## src/rtl/ssp_pkg.sv

```systemverilog
// Shared types and constants for the SSP transmit sequencer.
package ssp_pkg;

    // Default serial word width (bits per frame).
    localparam int SSP_DATA_W = 8;

    // Sequencer states.
    typedef enum logic [1:0] {
        IDLE  = 2'd0,
        FRAME = 2'd1,
        SHIFT = 2'd2
    } ssp_state_e;

    // Width of the half-period counter; at least one bit even when HALF_PERIOD is 1.
    function automatic int ssp_cnt_w(input int halfPeriod);
        return (halfPeriod > 1) ? $clog2(halfPeriod) : 1;
    endfunction

endpackage

```

## src/rtl/ssp_clk_gen.sv

```systemverilog
// Serial clock divider: toggles sspclkout every HALF_PERIOD pclk cycles and
// flags the pclk cycle that ends with sspclkout going from 0 to 1.
module ssp_clk_gen
    import ssp_pkg::*;
#(
    parameter int HALF_PERIOD = 1
) (
    input  logic pclk,
    input  logic clear,
    output logic sspclkout,
    output logic rise
);

    localparam int CNT_W = ssp_cnt_w(HALF_PERIOD);
    localparam logic [CNT_W-1:0] CNT_LAST = CNT_W'(HALF_PERIOD - 1);

    logic [CNT_W-1:0] r_cnt;
    logic             r_clk;
    logic             w_wrap;

    assign w_wrap    = (r_cnt == CNT_LAST);
    assign rise      = w_wrap & ~r_clk;
    assign sspclkout = r_clk;

    // Half-period counter; the serial clock flips each time the counter wraps.
    always_ff @(posedge pclk) begin
        if (clear) begin
            r_cnt <= '0;
            r_clk <= 1'b0;
        end else if (w_wrap) begin
            r_cnt <= '0;
            r_clk <= ~r_clk;
        end else begin
            r_cnt <= r_cnt + 1'b1;
        end
    end

endmodule

```

## src/rtl/ssp_tx_ctrl.sv

```systemverilog
// SSP transmit sequencer: pops one word per frame from the transmit FIFO,
// sends a one-period frame sync, then shifts the word out MSB first. All
// serial outputs change only on pclk cycles that produce a serial clock rise.
module ssp_tx_ctrl
    import ssp_pkg::*;
#(
    parameter int DATA_W      = SSP_DATA_W,
    parameter int HALF_PERIOD = 1
) (
    input  logic              pclk,
    input  logic              clear,
    input  logic              en,
    input  logic              tmit,
    input  logic [DATA_W-1:0] txdata,
    output logic              remove,
    output logic              sspclkout,
    output logic              sspfssout,
    output logic              ssptxd,
    output logic              sspoe_b,
    output logic              busy
);

    localparam int BC_W = (DATA_W > 1) ? $clog2(DATA_W) : 1;
    localparam logic [BC_W-1:0] BC_LAST = BC_W'(DATA_W - 1);

    ssp_state_e        r_state;
    logic [DATA_W-1:0] r_shift;
    logic [BC_W-1:0]   r_bitCnt;
    logic              r_remove;
    logic              r_fss;
    logic              r_txd;
    logic              r_oeB;
    logic              w_rise;
    logic              w_start;

    ssp_clk_gen #(
        .HALF_PERIOD(HALF_PERIOD)
    ) u_clk_gen (
        .pclk     (pclk),
        .clear    (clear),
        .sspclkout(sspclkout),
        .rise     (w_rise)
    );

    // A new frame may only begin when the FIFO has a word and transmit is enabled.
    assign w_start = tmit & en;

    assign remove    = r_remove;
    assign sspfssout = r_fss;
    assign ssptxd    = r_txd;
    assign sspoe_b   = r_oeB;
    assign busy      = (r_state != IDLE);

    // Frame sequencer; every transition happens on a serial clock rise, and the
    // pop strobe lasts exactly the one pclk following a load. Data is held low
    // during the frame-sync period, including on a back-to-back reload.
    always_ff @(posedge pclk) begin
        if (clear) begin
            r_state  <= IDLE;
            r_shift  <= '0;
            r_bitCnt <= '0;
            r_remove <= 1'b0;
            r_fss    <= 1'b0;
            r_txd    <= 1'b0;
            r_oeB    <= 1'b1;
        end else begin
            r_remove <= 1'b0;
            if (w_rise) begin
                case (r_state)
                    IDLE: begin
                        if (w_start) begin
                            r_shift  <= txdata;
                            r_remove <= 1'b1;
                            r_fss    <= 1'b1;
                            r_txd    <= 1'b0;
                            r_oeB    <= 1'b0;
                            r_state  <= FRAME;
                        end else begin
                            r_fss <= 1'b0;
                            r_txd <= 1'b0;
                            r_oeB <= 1'b1;
                        end
                    end
                    FRAME: begin
                        r_txd    <= r_shift[DATA_W-1];
                        r_shift  <= r_shift << 1;
                        r_fss    <= 1'b0;
                        r_bitCnt <= BC_LAST;
                        r_state  <= SHIFT;
                    end
                    SHIFT: begin
                        if (r_bitCnt != '0) begin
                            r_txd    <= r_shift[DATA_W-1];
                            r_shift  <= r_shift << 1;
                            r_bitCnt <= r_bitCnt - 1'b1;
                        end else if (w_start) begin
                            r_shift  <= txdata;
                            r_remove <= 1'b1;
                            r_fss    <= 1'b1;
                            r_txd    <= 1'b0;
                            r_oeB    <= 1'b0;
                            r_state  <= FRAME;
                        end else begin
                            r_txd   <= 1'b0;
                            r_oeB   <= 1'b1;
                            r_state <= IDLE;
                        end
                    end
                    default: begin
                        r_state <= IDLE;
                    end
                endcase
            end
        end
    end

endmodule

```

## config.mk

```make
export PLATFORM = sky130hd
export DESIGN_NAME = ssp_tx_ctrl
export DESIGN_NICKNAME = d
export VERILOG_FILES = /design/src/rtl/ssp_pkg.sv /design/src/rtl/ssp_clk_gen.sv /design/src/rtl/ssp_tx_ctrl.sv
export SDC_FILE = /design/constraint.sdc
export NUM_CORES = 1
export LEC_CHECK = 0
export BUFFER_PORTS_ARGS = -buffer_cell sky130_fd_sc_hd__buf_2
export CORE_MARGIN = 2
export CORE_UTILIZATION = 58
export CTS_CLUSTER_DIAMETER = 120
export CTS_CLUSTER_SIZE = 40
export DETAILED_ROUTE_END_ITERATION = 8
export HOLD_SLACK_MARGIN = 0.12
export PLACE_DENSITY = 0.79
export SETUP_SLACK_MARGIN = 0.1
export SYNTH_ARGS = -nofsm -noshare
export SYNTH_HDL_FRONTEND = slang
export SYNTH_HIERARCHICAL = 1
export SYNTH_SLANG_ARGS = --single-unit
```

## constraint.sdc

```tcl
create_clock -name pclk -period 2.95 [get_ports pclk]
set_input_delay 0 -clock pclk [delete_from_list [all_inputs] [get_ports pclk]]
set_output_delay 0 -clock pclk [all_outputs]
set_load 0.01 [all_outputs]
```

==> results of run 1 <==
## stage by stage
step | worst slack, ns | total power, mW | std cells | util, %
floorplan | 1.41 | 0.343 | 105 | -
global placement | 1.15 | 0.359 | 134 | 64.4
detailed placement | 1.06 | 0.361 | 134 | 64.4
CTS | 1.04 | 0.505 | 149 | 72.5
global route | 0.839 | 0.524 | 149 | 72.5
finish | 1.03 | 0.504 | 149 | 72.5
## registers in the layout (all words and copies together) (netlist names)
| register | flops |
|---|---|
| r_bitCnt | 3 |
| r_shift | 8 |
| r_state | 2 |
| remove | 1 |
| sspfssout | 1 |
| sspoe_b | 1 |
| ssptxd | 1 |
| u_clk_gen/r_cnt | 1 |
| u_clk_gen/sspclkout | 1 |
## cell type report
class | instances | area share, %
flip-flops and latches | 19 | 31.1
well taps | 17 | 1.74
clock buffers | 3 | 1.84
clock inverters | 1 | 0.409
multi-input cells | 73 | 46.6
repair buffers | 28 | 15.9
inverters | 8 | 2.45
## Yosys cell counts (all sizes together) (2+ instances only)
cell type / n
mux2i: 9
o21a: 2
buf: 5
dfxtp: 19
o21ai: 9
o22ai: 7
a21oi: 4
nand2: 6
o211a: 2
ha: 8
o211ai: 2
a211oi: 2
nor2: 3
inv: 8
## critical path: cells and delay by family (launching register included)
family	cells	cell delay [ns]
AND/OR/NAND/NOR	2	1.01
AO/OA/AOI/OAI	1	0.10
flip-flops	1	0.35
multiplexers	1	0.33
## final timing paths
path | from | end | slack (ns) | cells after the start
max | u_clk_gen/sspclkout$_SDFFE_PP0N_ | r_shift[6]$_SDFFE_PP0P_ | 1.03 | 4
min | tmit | r_state[0]$_SDFFE_PP0P_ | 0.16 | 4
max reg2reg | u_clk_gen/sspclkout$_SDFFE_PP0N_ | r_shift[6]$_SDFFE_PP0P_ | 1.03 | 4
min reg2reg | sspoe_b$_SDFFE_PP1P_ | sspoe_b$_SDFFE_PP1P_ | 0.47 | 1
## layer usage
| metal | track usage, % | part of all wire, % | vias up |
|---|---|---|---|
| met2 | 39.4 | 51 | 17 |
| met3 | 4.76 | 2.7 | 4 |
| li1 | - | - | 437 |
| met5 | 0 | 0 | - |
| met4 | 8.57 | 1.6 | 0 |
| met1 | 27.6 | 45 | 426 |
## power breakdown
part | switching (mW) | internal, mW | total, mW
Combinational | 0.0443 | 0.0456 | 0.0899
Clock | 0.0866 | 0.0507 | 0.137
Sequential | 0.00917 | 0.268 | 0.277
Total | 0.140 | 0.364 | 0.504
## logic make-up (layout without fill, tap and decap cells)
kind of cell	Yosys count	count (layout)	share of synthesized area, %
buf+inv	13	40	7.20
fa+ha+maj	8	8	9.77
other cells	1	1	0.366
flops	19	19	37.1
compound gates	36	36	24.4
simple gates	18	18	11.5
mux	9	9	8.79
xor+xnor	1	1	0.855
==> metrics.md, run 1 <==
| Metric | Value |
|---|---|
| Number of I/O pins | `18` |
| Fmax | `521 MHz` |
| Die area | `2120 sq um` |
| Hold Crit Class | `input pin to register` |
| Critical-path cell list | `nor2_1, nand4b_1, mux2i_1, o22ai_1` |
| Post_cts resized | `0` |
| DP Area | `1090 sq um` |
| Worst skew pair latency | `0.31 ns` |
| Most frequent cells in the layout | `dfxtp_1 (19), buf_2 (17), dlygate4sd3_1 (11)` |
| GRT Total Usage | `22.9%` |
| Worst-Margin Slew | `0.607 ns` |
| Seq. cell area | `380 sq um` |
| Avg WL per Cell | `13.9 um` |
| Die W | `46.0 um` |
| Area of the core | `1690 sq um` |
| Commonest non-fill, non-tap cell in the layout | `dfxtp_1` |
| Layout Skew | `0.00208 ns` |
| EDFF count, synth | `0` |
| Port Buf Inserts | `17` |
| Max VDD drop | `0.304 mV` |
| Prevailing post-synth register cell | `dfxtp_1` |
| Leakage dissipation | `0.575 nW` |
| HPWL after DPL | `1440 um` |
| DR DRC count | `0` |
| Final setup fails | `0` |
| CTS Root Cell | `clkbuf_4` |
| Pins over their slew limit | `0` |
| CP endpoint kind | `register` |
| Pwr dens | `412 nW/um^2` |
| FF+latch count, synth | `19` |
| Crit Path Class | `register to register` |
| DR pass1 iterations | `4` |
| Crit-path max FO | `9` |
| Max clock buf depth | `2` |
| Post-CTS setup buffer count | `0` |
| Setup TNS | `0 ns` |
| Drt via density | `5.93` |
| CTS H-Tree Depth | `1` |
| Clk slew on worst S/H paths | `0.11 ns` |
| Worst path slowest cell | `nand4b_1` |
| Outcome | `finished, final reports clean` |
| CTS tree | `done` |
| P&R area growth vs syn | `19.5%` |
| First-pass GRT wire length | `3470 um` |
| Post-synthesis net count | `125` |
| Post-route ant nets | `0` |
| Row Count | `15` |
| Iteration-0 DRC Markers | `21` |
| Number of synthesis warnings | `6` |
| Unique masters post-synth | `36` |
| Pin count of the biggest net entering global routing | `12` |
| Num CTS Buffers | `3` |
| Max stage delay on crit path | `0.60 ns` |
| Initial antenna violation count | `0` |
| Max Cap Violations | `0` |
| Synth top area cells | `dfxtp_1 (37%), ha_1 (9.8%), mux2i_1 (8.8%), o22ai_1 (4.3%), o21ai_0 (3.9%)` |
| Clock Sink Count | `19` |
| Hold_ws | `0.160 ns` |
| Fin crit period | `1.92 ns` |
| Critical path launch point type | `register` |
| Starting density of the core | `60.7%` |
| Multi-input logic area | `571 sq um` |
| Share of cells above drive strength 1 | `20.5%` |
| FILL cells | `132` |
| Number of global-route vias before repair | `806` |
| Critical path required time | `3.13 ns` |
| Routed WL | `2070 um` |
| Ys async rst share | `0%` |
| Vias | `884` |
| Dominant cell type by area after synthesis | `dfxtp_1` |
| Total gr overflow | `0` |
| Mapped cell area | `1020 sq um` |
| Hold buffers post-CTS | `11` |
| Register area share after synthesis | `37.1%` |
| Fin crit share | `65.1%` |
| WP data arrival | `2.10 ns` |
| Die H | `46.0 um` |
| Global placer's final weighted congestion | `0.788` |
| Design area | `1220 sq um` |
| Fin nets | `153` |
| Cells after Synth | `105` |
| Syn_area_per_cell | `9.76 sq um` |
| N_diodes | `0` |
| Synth top area share | `37.1%` |
| Rel. slew slack | `59.3%` |
| RSZ-0062 raised after global routing | `no` |
| Final hold violation count | `0` |
(Power assumes the default switching activity.)
==> inputs of run 2 (changes only) <==
--- a/config.mk
+++ b/config.mk
@@ -7,12 +7,12 @@
 export LEC_CHECK = 0
 export BUFFER_PORTS_ARGS = -buffer_cell sky130_fd_sc_hd__buf_2
 export CORE_MARGIN = 2
-export CORE_UTILIZATION = 58
+export CORE_UTILIZATION = 53
 export CTS_CLUSTER_DIAMETER = 120
 export CTS_CLUSTER_SIZE = 40
 export DETAILED_ROUTE_END_ITERATION = 8
 export HOLD_SLACK_MARGIN = 0.12
-export PLACE_DENSITY = 0.79
+export PLACE_DENSITY = 0.73
 export SETUP_SLACK_MARGIN = 0.1
 export SYNTH_ARGS = -nofsm -noshare
 export SYNTH_HDL_FRONTEND = slang
==> constraint.sdc (replaced) <==
create_clock -name pclk -period 1.97 [get_ports pclk]
set_input_delay 0 -clock pclk [delete_from_list [all_inputs] [get_ports pclk]]
set_output_delay 0 -clock pclk [all_outputs]
set_load 0.01 [all_outputs]
==> run 2 against run 1 <==
  * Global-route usage shrank 1.9 points
  * Wire length grew 3.8%
  * Combinational power is 56% higher
  * Maximum frequency is 15% higher
==> metrics.md, run 2 (synthesized netlist as in run 1, its figures left out) <==
| Metric | Value |
|---|---|
| Fin crit period | `1.67 ns (-0.247 ns)` |
| Fmax | `598 MHz (+15%)` |
| Pwr dens | `611 nW/um^2 (+48%)` |
| Most frequent cells in the layout | `dfxtp_1 (19), buf_2 (17), dlygate4sd3_1 (11)` |
| Starting density of the core | `58.1% (-2.6 points)` |
| Internal power | `549 uW (+51%)` |
| Rel. slew slack | `60.3% (+0.96 points)` |
| Pins over their slew limit | `0 (unchanged)` |
| Non-filler cells, final | `159 (+6.7%)` |
| DP Area | `1100 sq um (+1.6%)` |
| Post-route ant nets | `0 (unchanged)` |
| Sequential Power Share | `54.3% (-0.7 points)` |
| Setup TNS | `0 ns (unchanged)` |
| Max VDD drop | `0.470 mV (+55%)` |
| Port Buf Inserts | `17 (unchanged)` |
| N_diodes | `0 (unchanged)` |
| Critical-path cell list | `inv_1, ha_1, o21a_1, o211ai_1, o22ai_1` |
| Max clock buf depth | `2 (unchanged)` |
| Commonest non-fill, non-tap cell in the layout | `dfxtp_1` |
| Final Util | `70.9% (-1.7 points)` |
| Critical path required time | `2.14 ns (-0.99 ns)` |
| Max stage delay on crit path | `0.44 ns (-0.16 ns)` |
| Top Registers | `r_shift x8, r_bitCnt x3, r_state x2` |
| Number of global-route vias before repair | `790 (-2.0%)` |
| Switch share | `28.1% (+0.37 points)` |
| Inst Count DP | `143 (+6.7%)` |
| Avg WL per Cell | `13.5 um (-2.7%)` |
| Psw | `215 uW (+53%)` |
| Clk slew on worst S/H paths | `0.12 ns (about the same)` |
| Leakage dissipation | `0.585 nW (+1.6%)` |
| RSZ-0062 raised after global routing | `no` |
| Final hold violation count | `0 (unchanged)` |
| Initial antenna violation count | `0 (unchanged)` |
| Fin crit share | `84.9% (+20 points)` |
| Vias | `876 (-0.90%)` |
| Routed WL | `2140 um (+3.8%)` |
| Drt via density | `5.51 (-7.1%)` |
| Largest reg by FF count | `r_shift` |
| Critical path launch point type | `register` |
| Area of the core | `1760 sq um (+4.4%)` |
| Design area | `1250 sq um (+2.0%)` |
| Num CTS Buffers | `3 (unchanged)` |
| Crit Path Class | `register to register` |
| Row Count | `15 (unchanged)` |
| CTS Root Cell | `clkbuf_4` |
| Global placer's final weighted congestion | `0.751 (-4.6%)` |
| Final worst setup slack | `0.298 ns (-0.733 ns)` |
| Largest register FFs | `8 (unchanged)` |
| Die area | `2300 sq um (+8.6%)` |
| CTS tree | `done` |
| CTS H-Tree Depth | `1 (unchanged)` |
| Total gr overflow | `0 (unchanged)` |
| Fin nets | `155 (+1.3%)` |
| CP endpoint kind | `register` |
| P&R area growth vs syn | `22.0%` |
| Clock Power Share | `27.3% (about the same)` |
| Clock Sink Count | `19 (unchanged)` |
| Hold_ws | `0.173 ns (+0.0133 ns)` |
| Die H | `48.0 um (+4.2%)` |
| Power, Total | `763 uW (+51%)` |
| Pin count of the biggest net entering global routing | `12 (unchanged)` |
| DP Worst Slack | `0.198 ns (-0.861 ns)` |
| Worst skew pair latency | `0.31 ns (about the same)` |
| Outcome | `finished, final reports clean` |
| Comb pwr share | `18.3% (+0.5 points)` |
| Hold Crit Class | `input pin to register` |
| Number of I/O pins | `18 (unchanged)` |
| DR DRC count | `0 (unchanged)` |
| Max Cap Violations | `0 (unchanged)` |
| Worst path slowest cell | `dfxtp_1` |
| DR pass1 iterations | `4 (unchanged)` |
| Share of cells above drive strength 1 | `21.6% (+1.2 points)` |
| Crit-path max FO | `9 (unchanged)` |
| HPWL after DPL | `1430 um (-0.40%)` |
| Iteration-0 DRC Markers | `31 (+48%)` |
| WP data arrival | `1.85 ns (-0.25 ns)` |
| Post_cts resized | `0 (unchanged)` |
| GRT Total Usage | `21.0% (-1.9 points)` |
| Layout Skew | `0.00280 ns (+0.000719 ns)` |
| Final setup fails | `0 (unchanged)` |
| First-pass GRT wire length | `3340 um (-3.8%)` |
| Worst-Margin Slew | `0.593 ns (-0.0138 ns)` |
| Die W | `48.0 um (+4.2%)` |
==> run 2: cell types whose count changed in the layout (fill, tap and decap cells not counted) <==
| cell | before | now |
|---|---|---|
| buf_4 | 0 | 2 |
==> run 2: worst paths after layout <==
check / slack [ns] / cells after the start / to / startpoint
max: 0.30 / 5 / r_shift[6]$_SDFFE_PP0P_ / r_state[0]$_SDFFE_PP0P_
min: 0.17 / 4 / r_state[0]$_SDFFE_PP0P_ / tmit
max reg2reg: 0.30 / 5 / r_shift[6]$_SDFFE_PP0P_ / r_state[0]$_SDFFE_PP0P_
min reg2reg: 0.47 / 1 / sspoe_b$_SDFFE_PP1P_ / sspoe_b$_SDFFE_PP1P_
==> run 2: critical path: cells and delay by family (launching register included) <==
family	cells	cell delay, ns
adders and majority gates	1	0.31
buffers and inverters	1	0.11
AOI/OAI and AO/OA	3	0.68
DFF	1	0.44
==> run 2: layout make-up <==
class | count | area [sq um]
multi-input cells | 73 | 571
clock inverters | 1 | 5.00
clock buffers | 3 | 22.5
well taps | 25 | 31.3
repair buffers | 30 | 210
fillers | 154 | 514
inverters | 8 | 30.0
flip-flops and latches | 19 | 380
==> run 2: what timing repair did <==
item | in CTS | in global routing
endpoints found under the setup margin | 0 | 7
hold buffers | 11 | 0
endpoints found under the hold margin | 16 | 0
setup buffers | 0 | 1
==> run 2: metal layers <==
layer | vias to the layer above | routed length [um] | track usage, %
met4 | 0 | 33 | 9.19
met3 | 5 | 84 | 4.53
met1 | 405 | 1040 | 27.3
met5 | - | 0 | 0
met2 | 24 | 982 | 33.3
li1 | 442 | - | -
==> run 2: power groups by stage <==
stage | combinational [mW] | clock [mW] | sequential [mW]
after detailed placement | 0.120 | 0 | 0.423
after floorplan | 0.0899 | 0 | 0.423
after CTS | 0.138 | 0.210 | 0.415
after global routing | 0.153 | 0.224 | 0.417
final | 0.140 | 0.209 | 0.415
after global placement | 0.119 | 0 | 0.422
==> inputs of run 3 (changes only) <==
==> constraint.sdc (replaced) <==
create_clock -name pclk -period 1.71 [get_ports pclk]
set_input_delay 0 -clock pclk [delete_from_list [all_inputs] [get_ports pclk]]
set_output_delay 0 -clock pclk [all_outputs]
set_load 0.01 [all_outputs]
==> run 3 against run 2 <==
  * Sequential power rose by 15%
  * Via count fell by 0.11%
  * Sequential share of layout area fell by 0.34 points
  * Clock power rose by 6%
  * Final cell count rose by 0.63%
  * Power rose by 13%
  * Combinational power rose by 16%
  * Critical path type is now input pin to register
  * Largest power group unchanged
==> metrics.md, run 3 (synthesized netlist as in run 1, its figures left out) <==
| Metric | Value |
|---|---|
| DR pass1 iterations | `4 (unchanged)` |
| DR DRC count | `0 (unchanged)` |
| Iteration-0 DRC Markers | `7 (-77%)` |
| Largest register FFs | `8 (unchanged)` |
| DP Worst Slack | `0.0668 ns (-0.132 ns)` |
| Pin count of the biggest net entering global routing | `12 (unchanged)` |
| CTS Root Cell | `clkbuf_4` |
| Total gr overflow | `0 (unchanged)` |
| Share of cells above drive strength 1 | `24.4% (+2.8 points)` |
| Clk slew on worst S/H paths | `0.11 ns (about the same)` |
| Post-route ant nets | `0 (unchanged)` |
| Critical path launch point type | `input pin` |
| Drt via density | `5.47 (-0.74%)` |
| Most frequent CP cell | `dlygate4sd3_1` |
| Fmax | `620 MHz` |
| Largest reg by FF count | `r_shift` |
| Vias | `875 (-0.11%)` |
| Global placer's final weighted congestion | `0.737 (-1.9%)` |
| Crit Path Class | `input pin to register` |
| Critical path required time | `1.87 ns (-0.27 ns)` |
| Hold Crit Class | `input pin to register` |
| First-pass GRT wire length | `3570 um (+7.0%)` |
| Port Buf Inserts | `17 (unchanged)` |
| Fin nets | `156 (+0.65%)` |
| Max stage delay on crit path | `0.60 ns (+0.16 ns)` |
| Number of I/O pins | `18 (unchanged)` |
| Num CTS Buffers | `3 (unchanged)` |
| Setup TNS | `0 ns (unchanged)` |
| Top Registers | `r_shift x8, r_bitCnt x3, r_state x2` |
| Hold_ws | `0.208 ns (+0.0352 ns)` |
| Fin crit period | `1.61 ns` |
| Max clock buf depth | `2 (unchanged)` |
| Die W | `48.0 um (unchanged)` |
| Final worst setup slack | `0.0980 ns (-0.200 ns)` |
| Die H | `48.0 um (unchanged)` |
| Final setup fails | `0 (unchanged)` |
| Row Count | `15 (unchanged)` |
| Worst skew pair latency | `0.28 ns (-0.03 ns)` |
| WP data arrival | `1.78 ns (-0.07 ns)` |
| Leakage dissipation | `0.590 nW (+0.98%)` |
| Number of global-route vias before repair | `817 (+3.4%)` |
| CP endpoint kind | `register` |
| Critical-path cell list | `dlygate4sd3_1, buf_2, nand2_1, dlygate4sd3_1, a2111oi_1` |
| Max VDD drop | `0.534 mV (+14%)` |
| Initial antenna violation count | `0 (unchanged)` |
| Multi-input logic area | `583 sq um (+2.2%)` |
| HPWL after DPL | `1490 um (+4.0%)` |
| Final Util | `72.1% (+1.3 points)` |
| Seq. cell area | `383 sq um (+0.66%)` |
| FILL cells | `149 (-3.2%)` |
| Area of the core | `1760 sq um (unchanged)` |
| Outcome | `finished, final reports clean` |
| Crit-path max FO | `5 (-4)` |
| Routed WL | `2160 um (+0.65%)` |
| Die area | `2300 sq um (unchanged)` |
| Clock Sink Count | `19 (unchanged)` |
| Layout Skew | `0.00334 ns (+0.000543 ns)` |
| Pins over their slew limit | `0 (unchanged)` |
| RSZ-0062 raised after global routing | `no` |
| CTS H-Tree Depth | `1 (unchanged)` |
| Max Cap Violations | `0 (unchanged)` |
| Design area | `1270 sq um (+1.8%)` |
| GRT Total Usage | `21.9% (+0.92 points)` |
| Final hold violation count | `0 (unchanged)` |
| N_diodes | `0 (unchanged)` |
| Starting density of the core | `58.1% (unchanged)` |
| Pwr dens | `676 nW/um^2 (+11%)` |
| Worst path slowest cell | `dlygate4sd3_1` |
| Fin crit share | `94.3%` |
| P&R area growth vs syn | `24.2%` |
| CTS tree | `done` |
| Avg WL per Cell | `13.5 um (about the same)` |
| Most frequent cells in the layout | `buf_2 (17), dfxtp_1 (17), dlygate4sd3_1 (11)` |
| DP Area | `1110 sq um (+0.68%)` |
run 3: per-stage QoR:
step	cells	total power [mW]
final	160	0.861
after CTS	159	0.871
after global placement	144	0.623
after floorplan	105	0.591
after global routing	160	0.909
after detailed placement	144	0.627
run 3: report_power, final:
group | total (mW) | switching [mW] | internal (mW)
sequential | 0.478 | 0.0152 | 0.463
combinational | 0.162 | 0.0790 | 0.0829
clock | 0.221 | 0.134 | 0.0867
total | 0.861 | 0.228 | 0.632
run 3: critical path, delay by kind of cell:
| family | cells | cell delay (ns) |
|---|---|---|
| buffers and inverters | 3 | 1.25 |
| AOI/OAI and AO/OA | 1 | 0.41 |
| and+or+nand+nor | 1 | 0.12 |
run 3: timing repair:
action / in CTS / in global routing
setup endpoints to repair: 2 / 9
gates resized for setup: 1 / 3
pin swaps: 1 / 1
hold buffers: 11 / 0
setup buffers: 0 / 1
endpoints found under the hold margin: 16 / 0
run 3: final timing paths:
check	startpoint	endpoint	slack, ns	cells past startpoint
max	en	remove$_SDFF_PP0_	0.1	5
min	tmit	r_state[0]$_SDFFE_PP0P_	0.21	4
max reg2reg	r_bitCnt[0]$_SDFFE_PP0P_	sspoe_b$_SDFFE_PP1P_	0.25	5
min reg2reg	sspoe_b$_SDFFE_PP1P_	sspoe_b$_SDFFE_PP1P_	0.47	1
run 3: routing by layer:
layer | part of all wire (%) | GRT usage (%) | up-vias
met3 | 4.7 | 5.28 | 2
met1 | 45 | 28.2 | 400
met5 | 0 | 0 | -
met4 | 0.56 | 4.86 | 0
li1 | - | - | 445
met2 | 49 | 37.1 | 28
run 3: area by class of cell:
type                       count  area share, %
multi-input combinational     73           45.8
tap                           25           2.46
inverter                       8           2.36
clock buffer                   3           1.77
clock inverter                 1          0.393
sequential                    19           30.1
timing repair buffer          31           17.1
